### src/rtl/sub_vec_scheduler_pkg.sv
// Shared definitions for the vector subtractor scheduler: FSM encoding and default widths.
package sub_vec_scheduler_pkg;

   localparam int DEF_W       = 6;
   localparam int DEF_WC      = 32;
   localparam int DEF_AW      = 8;
   localparam int DEF_LW      = 8;
   localparam int DEF_RD_LAT  = 1;
   localparam int DEF_SUB_LAT = 2;

   typedef enum logic [1:0] {
      ST_IDLE  = 2'd0,
      ST_ISSUE = 2'd1,
      ST_DRAIN = 2'd2,
      ST_DONE  = 2'd3
   } state_e;

endpackage

### src/rtl/sub_vec_scheduler_tag_pipe.sv
// Valid-bit shift register that mirrors the fixed-latency operand-read + subtractor pipeline.
module sub_tag_pipe #(
   parameter int DEPTH = 3
) (
   input  logic clk,
   input  logic rst,
   input  logic valid_i,
   output logic valid_o,
   output logic empty_o
);

   logic [DEPTH-1:0] pipe_q;

   // Shift one stage per cycle; the tail bit marks a difference beat leaving the datapath.
   always_ff @(posedge clk or posedge rst) begin
      if (rst) begin
         pipe_q <= '0;
      end else begin
         pipe_q <= {pipe_q[DEPTH-2:0], valid_i};
      end
   end

   assign valid_o = pipe_q[DEPTH-1];

   // Empty means nothing remains after the current tail beat, so the caller can finish
   // on the same edge that retires the last write.
   assign empty_o = (pipe_q[DEPTH-2:0] == '0) && !valid_i;

endmodule

### src/rtl/sub_vec_scheduler.sv
// Job sequencer for the 32-lane subtractor: issues paired L/E reads, tracks in-flight beats,
// and writes each difference beat to the result RAM at the matching address.
module sub_vec_scheduler
   import sub_vec_scheduler_pkg::*;
#(
   parameter int AW      = DEF_AW,
   parameter int LW      = DEF_LW,
   parameter int RD_LAT  = DEF_RD_LAT,
   parameter int SUB_LAT = DEF_SUB_LAT
) (
   input  logic          clk,
   input  logic          rst,
   input  logic          start,
   input  logic [AW-1:0] cfg_l_base,
   input  logic [AW-1:0] cfg_e_base,
   input  logic [AW-1:0] cfg_d_base,
   input  logic [LW-1:0] cfg_len,
   input  logic          pause,
   input  logic          abort,
   output logic          busy,
   output logic          done,
   output logic          aborted,
   output logic          rd_en,
   output logic [AW-1:0] rd_addr_l,
   output logic [AW-1:0] rd_addr_e,
   output logic          wr_en,
   output logic [AW-1:0] wr_addr
);

   localparam int PIPE_DEPTH = RD_LAT + SUB_LAT;

   state_e        state_q;
   logic          busy_q;
   logic          done_q;
   logic          aborted_q;
   logic          abort_seen_q;
   logic [LW-1:0] len_q;
   logic [LW-1:0] idx_q;
   logic [AW-1:0] addr_l_q;
   logic [AW-1:0] addr_e_q;
   logic [AW-1:0] addr_d_q;
   logic          issue;
   logic          last_beat;
   logic          pipe_empty;

   // Read issue decision; abort takes priority over pause and suppresses the read this cycle.
   always_comb begin
      issue     = 1'b0;
      last_beat = 1'b0;
      if (state_q == ST_ISSUE) begin
         issue     = !pause && !abort;
         last_beat = issue && (idx_q == (len_q - LW'(1)));
      end else begin
         issue     = 1'b0;
         last_beat = 1'b0;
      end
   end

   // Job FSM with its address counters and registered status outputs.
   always_ff @(posedge clk or posedge rst) begin
      if (rst) begin
         state_q      <= ST_IDLE;
         busy_q       <= 1'b0;
         done_q       <= 1'b0;
         aborted_q    <= 1'b0;
         abort_seen_q <= 1'b0;
         len_q        <= '0;
         idx_q        <= '0;
         addr_l_q     <= '0;
         addr_e_q     <= '0;
         addr_d_q     <= '0;
      end else begin
         done_q    <= 1'b0;
         aborted_q <= 1'b0;
         if (wr_en) begin
            addr_d_q <= addr_d_q + AW'(1);
         end
         case (state_q)
            ST_IDLE: begin
               if (start) begin
                  len_q        <= cfg_len;
                  idx_q        <= '0;
                  addr_l_q     <= cfg_l_base;
                  addr_e_q     <= cfg_e_base;
                  addr_d_q     <= cfg_d_base;
                  abort_seen_q <= 1'b0;
                  if (cfg_len == '0) begin
                     state_q <= ST_DONE;
                     done_q  <= 1'b1;
                  end else begin
                     state_q <= ST_ISSUE;
                     busy_q  <= 1'b1;
                  end
               end
            end
            ST_ISSUE: begin
               if (abort) begin
                  state_q      <= ST_DRAIN;
                  abort_seen_q <= 1'b1;
               end else if (issue) begin
                  idx_q    <= idx_q + LW'(1);
                  addr_l_q <= addr_l_q + AW'(1);
                  addr_e_q <= addr_e_q + AW'(1);
                  if (last_beat) begin
                     state_q <= ST_DRAIN;
                  end
               end
            end
            ST_DRAIN: begin
               if (pipe_empty) begin
                  state_q   <= ST_DONE;
                  busy_q    <= 1'b0;
                  done_q    <= 1'b1;
                  aborted_q <= abort_seen_q;
               end
            end
            ST_DONE: begin
               state_q <= ST_IDLE;
            end
            default: begin
               state_q <= ST_IDLE;
               busy_q  <= 1'b0;
            end
         endcase
      end
   end

   sub_tag_pipe #(
      .DEPTH (PIPE_DEPTH)
   ) u_tag_pipe (
      .clk     (clk),
      .rst     (rst),
      .valid_i (issue),
      .valid_o (wr_en),
      .empty_o (pipe_empty)
   );

   assign rd_en     = issue;
   assign rd_addr_l = addr_l_q;
   assign rd_addr_e = addr_e_q;
   assign wr_addr   = addr_d_q;
   assign busy      = busy_q;
   assign done      = done_q;
   assign aborted   = aborted_q;

endmodule

### config.mk
export PLATFORM = sky130hd
export DESIGN_NAME = sub_vec_scheduler
export DESIGN_NICKNAME = d
export VERILOG_FILES = /design/src/rtl/sub_vec_scheduler_pkg.sv /design/src/rtl/sub_vec_scheduler_tag_pipe.sv /design/src/rtl/sub_vec_scheduler.sv
export SDC_FILE = /design/constraint.sdc
export NUM_CORES = 1
export LEC_CHECK = 0
export BUFFER_PORTS_ARGS = -buffer_cell sky130_fd_sc_hd__buf_2
export CAP_MARGIN = 0
export CORE_ASPECT_RATIO = 0.6
export CORE_UTILIZATION = 45
export DETAILED_ROUTE_END_ITERATION = 6
export PLACE_DENSITY = 0.74
export SLEW_MARGIN = 20
export SYNTH_ARGS = -nofsm -noshare
export SYNTH_HDL_FRONTEND = slang
export SYNTH_SLANG_ARGS = --single-unit
### constraint.sdc
create_clock -name clk -period 2.2 [get_ports clk]
set_clock_uncertainty 0.2 [all_clocks]
set_input_delay 0.44 -clock clk [delete_from_list [all_inputs] [get_ports clk]]
set_output_delay 0.44 -clock clk [all_outputs]
set_load 0.02 [all_outputs]
# --- Word level (Yosys, flattened, before mapping) ---
# Index checks and enable logic that the tools add are counted.
word_totals:
  register_bits: 49
  input_bits: 37
  out_inout_bits: 29
  word_cells: 81
classes:
  n_addsub: 5
  n_eq_ne: 12
  n_mux: 37
  reduce_logical: 16
ops:
  columns: ["cell", "count"]
  rows:
  - ["2-to-1 mux 8 bit", 12]
  - ["case mux 8 bit (2 select lines)", 3]
  - ["adder 8 x 1 -> 8 bit (second input constant)", 4]
  - ["2-to-1 mux 1 bit", 12]
  - ["2-to-1 mux 2 bit", 6]
  - ["AND reduction 4 bit", 3]
  - ["!= test 2 bit (second input constant)", 5]
  - ["== test 8 bit", 1]
  - ["logical NOT 8 bit", 1]
  - ["case mux 2 bit (4 select lines)", 1]
  - ["subtractor 8 x 1 -> 8 bit (second input constant)", 1]
  - ["case mux 1 bit (2 select lines)", 3]
  - ["== test 2 bit (second input constant)", 2]
  - ["logical NOT 2 bit", 2]
  - ["nonzero test 2 bit", 2]
  - ["logical AND 1 bit", 3]
  - ["logical NOT 1 bit", 3]
  - ["!= test 3 x 2 -> 1 bit (second input constant)", 1]
  - ["!= test 3 bit (second input constant)", 1]
  - ["AND reduction 3 bit", 1]
  - ["== test 2 x 1 -> 1 bit (second input constant)", 1]
  - ["!= test 2 x 1 -> 1 bit (second input constant)", 1]
  - ["AND reduction 2 bit", 1]

# --- Logic depth before layout (Yosys ltp) ---
# Gate-level depths: netlist (run 1).
depth:
  word_depth: 8
  depth_mapped: 8
  depth_no_buf: 7

# --- Modules after synthesis ---
# A second synthesis (run 1) with hierarchy kept.
hier_totals:
  hier_cells: 291
  hier_area_um2: 2727.6
by_module_without_submodules:
  columns: ["module", "n_inst", "cells_each", "area_per_inst_um2", "seq_area_each_um2"]
  rows:
  - ["sub_vec_scheduler", 1, 286, 2638.8, 1151.1]
  - ["sub_tag_pipe", 1, 5, 88.8, 75.1]

# --- Worst setup path before layout (run 1) ---
# Ideal clock, no wire load.
synth_timing:
  path_kind: "reg2reg"
  from: "register state_q[1]"
  to: "register idx_q[6]"
  setup_ns: 0.095
  arrival_time_ns: 1.977
  t_required_ns: 1.905
  slack_ns: -0.072
  path_stages_with_launch: 8
  path_buffers: 1
  synth_period_minus_slack_ns: 2.272
  cell_sequence: "dfrtp_1 > inv_1 > ha_1 > or3b_1 > a21oi_1 > clkbuf_1 > nand2_1 > o31ai_1"
synth_via:
  elab_chain_len: 4
  word_cells_on_any_way: 9
  classes_between: "4 x eq/ne; 2 x mux; 3 x reduce/logical"
synth_rtl:
  columns: ["item", "line_no", "text"]
  rows:
  - ["start: declaration", "sub_vec_scheduler.sv:32", "state_e state_q;"]
  - ["start signal: assignment", "sub_vec_scheduler.sv:62", "state_q <= ST_IDLE;"]
  - ["start signal: assignment", "sub_vec_scheduler.sv:88", "state_q <= ST_DONE;"]
  - ["start signal: assignment", "sub_vec_scheduler.sv:91", "state_q <= ST_ISSUE;"]
  - ["== test 2 x 1 -> 1 bit", "sub_vec_scheduler.sv:50, sub_vec_scheduler.sv:78", null]
  - ["2-to-1 mux 1 bit", "sub_vec_scheduler.sv:50", "if (state_q == ST_ISSUE) begin"]
  - ["!= test 2 x 1 -> 1 bit (no line)", null, null]
  - ["AND reduction 4 bit (no line)", null, null]
  - ["end signal: assignment", "sub_vec_scheduler.sv:101", "idx_q <= idx_q + LW'(1);"]
  - ["end: declaration", "sub_vec_scheduler.sv:38", "logic [LW-1:0] idx_q;"]
# Several ways; a longest one is shown, not always the timed one.
# A chain may end at the register's enable or synchronous reset.

# --- Worst setup path in the final report (run 1) ---
layout_timing:
  from: "register state_q[1]"
  to: "register state_q[0]"
layout_via:
  elab_chain_len: 6
  word_cells_on_any_way: 14
  classes_between: "7 x eq/ne; 3 x mux; 4 x reduce/logical"
layout_rtl:
  columns: ["item", "line_no", "text"]
  rows:
  - ["== test 2 x 1 -> 1 bit", "sub_vec_scheduler.sv:50, sub_vec_scheduler.sv:78", null]
  - ["2-to-1 mux 1 bit", "sub_vec_scheduler.sv:50", null]
  - ["logical NOT 1 bit", "sub_vec_scheduler_tag_pipe.sv:27", "assign empty_o = (pipe_q[DEPTH-2:0] == '0) && !valid_i;"]
  - ["logical AND 1 bit", "sub_vec_scheduler_tag_pipe.sv:27", null]
  - ["!= test 2 bit (no line)", null, null]
  - ["AND reduction 4 bit (no line)", null, null]
# Several ways; a longest one is shown, not always the timed one.

==> results of run 1 <==
## sequential cells by signal (all words and copies together) (netlist names)
register and cells:
idx_q 8, len_q 8, rd_addr_e 8, rd_addr_l 8
wr_addr 8, u_tag_pipe.pipe_q 3, state_q 2, abort_seen_q 1
aborted 1, busy 1, done 1
## worst max-delay path, stage by stage, from the launching register on
cell	delay (ps)
dfrtp_1	410
inv_2	80
ha_4	120
or3b_4	410
nor3_2	140
nand4_1	160
o41ai_4	400
mux2i_1	220
## kinds of logic after synthesis
logic type      synth area share [%]
simple gates                    19.3
compound gates                  16.7
flops                           45.6
buf+inv                         3.21
fa+ha+maj                       3.72
xor+xnor                        5.53
mux                             5.95
## power by group through the flow
stage | registers (mW) | logic (mW) | clock network [mW]
2_1_floorplan | 1.96 | 1.49 | 0
3_3_place_gp | 1.72 | 2.59 | 0
3_5_place_dp | 1.74 | 2.66 | 0
4_1_cts | 1.73 | 2.74 | 0.558
5_1_grt | 1.81 | 3.14 | 0.601
6_report | 1.74 | 2.81 | 0.553
## final cells by class
| type | count | area share, % |
|---|---|---|
| Multi-Input combinational cell | 218 | 42.5 |
| Sequential cell | 49 | 35.8 |
| Timing Repair Buffer | 86 | 14.9 |
| Tap cell | 80 | 2.92 |
| Clock buffer | 7 | 2.52 |
| Inverter | 13 | 1.42 |
## metrics by stage
step	setup slack, ps	util, %	total power [mW]	hold slack [ps]	TNS [ps]
2_1_floorplan	26.5	-	3.46	162	0
3_3_place_gp	-30.1	56.9	4.30	175	-52.1
3_5_place_dp	-153	56.9	4.39	189	-390
4_1_cts	-52.3	59.5	5.03	150	-87.9
5_1_grt	-99.6	60.4	5.55	155	-652
6_report	-18.9	60.4	5.10	151	-45.1
## timing repair
item | 4_1_cts | 5_1_grt
resized for setup | 9 | 13
setup endpoints to repair | 9 | 17
buffers inserted | 2 | 0
pin swaps | 2 | 3
hold buffers | 1 | 0
hold endpoints to repair | 19 | 0
## metal layers
metal	up-vias	wire length [um]	part of all wire [%]
met5	-	0	0
met4	0	49	0.75
li1	1206	-	-
met1	1169	3480	53
met3	5	248	3.8
met2	47	2770	42
## path summary, 6_finish.rpt
path	startpoint	to	depth (start not counted)
setup / recovery	state_q[1]$_DFFE_PP0P_	state_q[0]$_DFFE_PP0P_	7
hold / removal	cfg_l_base[6]	rd_addr_l[6]$_DFFE_PP0P_	3
setup reg to reg	state_q[1]$_DFFE_PP0P_	state_q[0]$_DFFE_PP0P_	7
hold reg to reg	u_tag_pipe.pipe_q[1]$_DFF_PP0_	u_tag_pipe.pipe_q[2]$_DFF_PP0_	0
max in group asynchronous	rst	idx_q[2]$_DFFE_PP0P_	4
min in group asynchronous	rst	wr_addr[3]$_DFF_PP0_	3
## layout by cell type, fill, tap and decap left out, drive strengths merged, types with 2 or more instances in the layout
master  netlist  final
buf           0     85
dfrtp        49     49
nand2        29     29
nor2         26     26
a21oi        25     25
o21ai        21     21
nand3        16     16
inv          13     13
nor3         12     12
xor2         10     10
ha            8      8
mux2          8      8
xnor2         7      7
mux2i         7      7
clkbuf       10      7
nand4         5      5
o22ai         5      5
nand2b        4      4
a22oi         4      4
o221ai        3      3
and3          3      3
nor4          2      2
or3           2      2
o221a         2      2
nor3b         2      2
or4           2      2
a21o          2      2
==> run metrics, run 1 <==
status=finished with violations; failing checks=setup timing; Worst EP required=2230 ps; DIE HEIGHT=61.9 um; Final nets=418; synth unique cells=43; CTS clk-pin slew, worst paths=90 ps; period utilization=101%; diodes inserted=0; Syn Area/Cell=9.28 sq um; multi-input logic area=1460 sq um; Critical Path End Type=flip-flop; Synth Instances=290; Net Sw Power=2.34 mW; count of flip-flops with a built-in enable after synthesis=0; RSZ-0062 raised after global routing=yes; switch share=45.8%; CTS sink count=49; register area=1230 sq um; number of hold violations in the final report=0; min-delay worst type=in -> reg; Syn Std Cell Area=2690 sq um; Die X=102 um; initial antenna violation count=0; design area=3430 sq um; drt via density=5.36; placed inst area=3230 sq um; root buf cell=clkbuf_8; Initial Util=47.4%; Period minus WS final=2220 ps; cell internal pwr=2.76 mW; Synth top area share=45.6%; WL final=6550 um; DR iter-0 viols=136; drt drc=0; Mapped Nets=335; Synth area leaders=dfrtp_1, a21oi_1, nand2_1; sequential share of the synthesized area=45.6%; DRT Pass-1 Iters=4; top_reg_cell synth=dfrtp_1; Cell Count Post-Placement=443; CP Max Fanout=4; crit path launch type=flip-flop; final-report max-slew violation count=0; fmax=451 MHz; Yosys reg bits=49; Post-synth ARST share=100%; top cells by count, synth=dfrtp_1, nand2_1, nor2_1, a21oi_1, nand3_1; H-tree depth=2; setup slack after layout=-18.9 ps; CTS max path bufs=2; kind of critical path=reg -> reg; Leak=1.58 nW; share of post-route cells with drive strength above 1=31.6%; Core ar.=5680 sq um; number of global-route vias before repair=2192; Reg power frac=34.1%; Tightest Pin Transition=447 ps; met2 Usage GRT=31.8%; Die ar.=6300 sq um; Port Buf Inserts=65; GR peak layer=met1; slack of the worst reg-to-reg path=-20 ps; I/O Pins=66; PwrDens=1490 nW/um^2; Slew headroom=69.9%; combinational power share=55.1%; total grt overflow=0; CTS tree=done; total number of vias=2427; grt met1 use=36.3%; first-pass GRT wire length=10800 um; Setup-failing EPs final=3; leading area contributor after synthesis=dfrtp_1; fillers=518; DP HPWL=4870 um; largest net degree at the start of global routing=31; VDD IR-drop max=0.669 mV; TritonCTS Buffers=5; Layout Area Growth over Synthesis=27.5%; max_cap viols=0; Tot GR Track Use=22.9%; gpl congestion=0.802; Row Count=21; clk_lat worst skew=300 ps; Yosys warning count=0; GRT met3 Usage=4.14%; clock power share=10.8%; Routed Antenna Nets=0; Arr. time, crit path=2250 ps; count leader, synth=dfrtp_1; drt wl/cell=14.4 um; Post-Layout Cell Count=453
Note: power is estimated with default switching activity, not from simulation.
==> run 2, diff against run 1 <==
Settings changed: SETUP_SLACK_MARGIN from default to 0.02.
==> run 2 against run 1 <==
The flow still finishes with violations (setup timing). First-iteration DRC count is 15% lower. Flip-flop and latch count unchanged. Combinational power is essentially flat. Power is 0.41% higher. Die area did not move. Hold slack improved by 5.8 ps.
==> run metrics, run 2 (synthesized netlist as in run 1, its figures left out) <==
drt via density=5.38 (+0.49%); max_cap viols=0 (unchanged); placed inst area=3230 sq um (unchanged); final-report max-slew violation count=0 (unchanged); Cell Count Post-Placement=443 (unchanged); largest net degree at the start of global routing=31 (unchanged); root buf cell=clkbuf_8; design area=3440 sq um (+0.36%); CTS tree=done; Total Power=5.12 mW (+0.41%); TNS Setup=-35.8 ps (+9.26 ps); cell internal pwr=2.77 mW (about the same); DR iter-0 viols=116 (-15%); drt wl/cell=14.5 um (+0.12%); min-delay worst type=in -> reg; Setup-failing EPs final=3 (unchanged); Arr. time, crit path=2250 ps (about the same); CTS clk-pin slew, worst paths=90 ps (about the same); fmax=451 MHz (+0.14%); slack of the worst reg-to-reg path=-20 ps (about the same); drt drc=0 (unchanged); VDD IR-drop max=0.667 mV (-0.28%); fillers=517 (-0.19%); Routed Antenna Nets=0 (unchanged); total number of vias=2439 (+0.49%); DRT Pass-1 Iters=4 (unchanged); Initial Util=47.4% (unchanged); Post-Layout Cell Count=453 (unchanged); first-pass GRT wire length=10800 um (unchanged); Row Count=21 (unchanged); number of hold violations in the final report=0 (unchanged); most frequent cells in the layout=buf_2, dfrtp_1, nand2_1; CTS sink count=49 (unchanged); PwrDens=1490 nW/um^2 (about the same); CTS max path bufs=2 (unchanged); Die X=102 um (unchanged); H-tree depth=2 (unchanged); I/O Pins=66 (unchanged); Final nets=418 (unchanged); switch share=46.0% (+0.19 points); Period minus WS final=2220 ps (-3.02 ps); gpl congestion=0.802 (unchanged); TritonCTS Buffers=5 (unchanged); Layout Area Growth over Synthesis=28.0%; Die ar.=6300 sq um (unchanged); status=finished with violations; crit-path leading delay family=simple AND/OR/NAND/NOR gates; commonest non-fill, non-tap cell in the layout=buf_2; DIE HEIGHT=61.9 um (unchanged); number of global-route vias before repair=2192 (unchanged); total grt overflow=0 (unchanged); Port Buf Inserts=65 (unchanged); Reg power frac=34.0% (about the same); Core ar.=5680 sq um (unchanged); WL final=6550 um (+0.12%); share of post-route cells with drive strength above 1=31.6% (unchanged); CP Buf/Inv Count=1 (unchanged); Slew headroom=70.3% (+0.40 points); Tot GR Track Use=22.9% (unchanged); Crit path largest cell delay=410 ps (about the same); slowest CP cell=or3b_4; failing checks=setup timing; diodes inserted=0 (unchanged); CP Max Fanout=4 (unchanged); Leak=1.60 nW (+1.1%); CP Cell Sequence=inv_2, ha_4, or3b_4, nor3_2, nand4_1, o41ai_4, mux2i_1; Tightest Pin Transition=441 ps (-5.93 ps); kind of critical path=reg -> reg; DP HPWL=4870 um (unchanged); crit path launch type=flip-flop; combinational power share=55.4% (+0.3 points); clock power share=10.7% (about the same); clk_lat worst skew=300 ps (about the same); setup slack after layout=-15.9 ps (+3.02 ps); Worst EP required=2230 ps (about the same); RSZ-0062 raised after global routing=yes; Net Sw Power=2.36 mW (+0.84%); Critical Path End Type=flip-flop; initial antenna violation count=0 (unchanged); period utilization=101% (-0.14 points)
==> run 2: cell count changes in the layout (fill, tap and decap cells not counted) <==
cell,delta
nor3_4,+2
nor3_2,-2
==> run 2: through the flow <==
stage               setup slack (ps)  util, %  hold WS (ps)
floorplan                       26.5        -           162
global placement               -30.1     56.9           175
detailed placement              -153     56.9           189
CTS                            -52.3     59.5           150
global route                   -99.6     60.6           155
finish                         -15.9     60.6           157
==> run 2: worst register-to-register path: stages, from the launching register on <==
cell and delay, ps:
dfrtp_1 400, inv_2 80, ha_4 120, or3b_4 410, nor3_2 140, nand4_1 160
o41ai_4 400, mux2i_1 220
==> run 2: power by group through the flow <==
stage | Combinational, mW | Clock, mW | Sequential [mW]
2_1_floorplan | 1.49 | 0 | 1.96
3_3_place_gp | 2.59 | 0 | 1.72
3_5_place_dp | 2.66 | 0 | 1.74
4_1_cts | 2.74 | 0.558 | 1.73
5_1_grt | 3.16 | 0.601 | 1.81
6_report | 2.84 | 0.548 | 1.74
==> run 2: worst paths after layout <==
| path | start | depth (start not counted) | to |
|---|---|---|---|
| setup / recovery | state_q[1]$_DFFE_PP0P_ | 7 | state_q[0]$_DFFE_PP0P_ |
| hold / removal | cfg_l_base[6] | 3 | rd_addr_l[6]$_DFFE_PP0P_ |
| setup reg to reg | state_q[1]$_DFFE_PP0P_ | 7 | state_q[0]$_DFFE_PP0P_ |
| hold reg to reg | u_tag_pipe.pipe_q[1]$_DFF_PP0_ | 0 | u_tag_pipe.pipe_q[2]$_DFF_PP0_ |
| max in group asynchronous | rst | 4 | rd_addr_e[5]$_DFFE_PP0P_ |
| min in group asynchronous | rst | 3 | wr_addr[3]$_DFF_PP0_ |
==> run 2: cell type report <==
type	instances	area (sq um)	share of cell area, %
Multi-Input combinational cell	218	1470	42.7
Clock buffer	7	86.3	2.51
Sequential cell	49	1230	35.6
Inverter	13	48.8	1.42
Timing Repair Buffer	86	512	14.9
Tap cell	80	100	2.91
==> run 2: repair_timing <==
item / in CTS / in global routing
hold buffers: 1 / 0
resized for setup: 9 / 15
hold endpoints to repair: 19 / 0
cloned: 0 / 0
buffers inserted: 2 / 0
endpoints found under the setup margin: 10 / 19
pin swaps: 2 / 2
==> run 2: per-layer routing <==
layer | up-vias | share of wire, % | GRT usage, %
li1 | 1210 | - | -
met1 | 1176 | 53 | 36.3
met2 | 48 | 42 | 31.8
met3 | 5 | 3.8 | 4.14
met4 | 0 | 0.75 | 5.71
met5 | - | 0 | 0
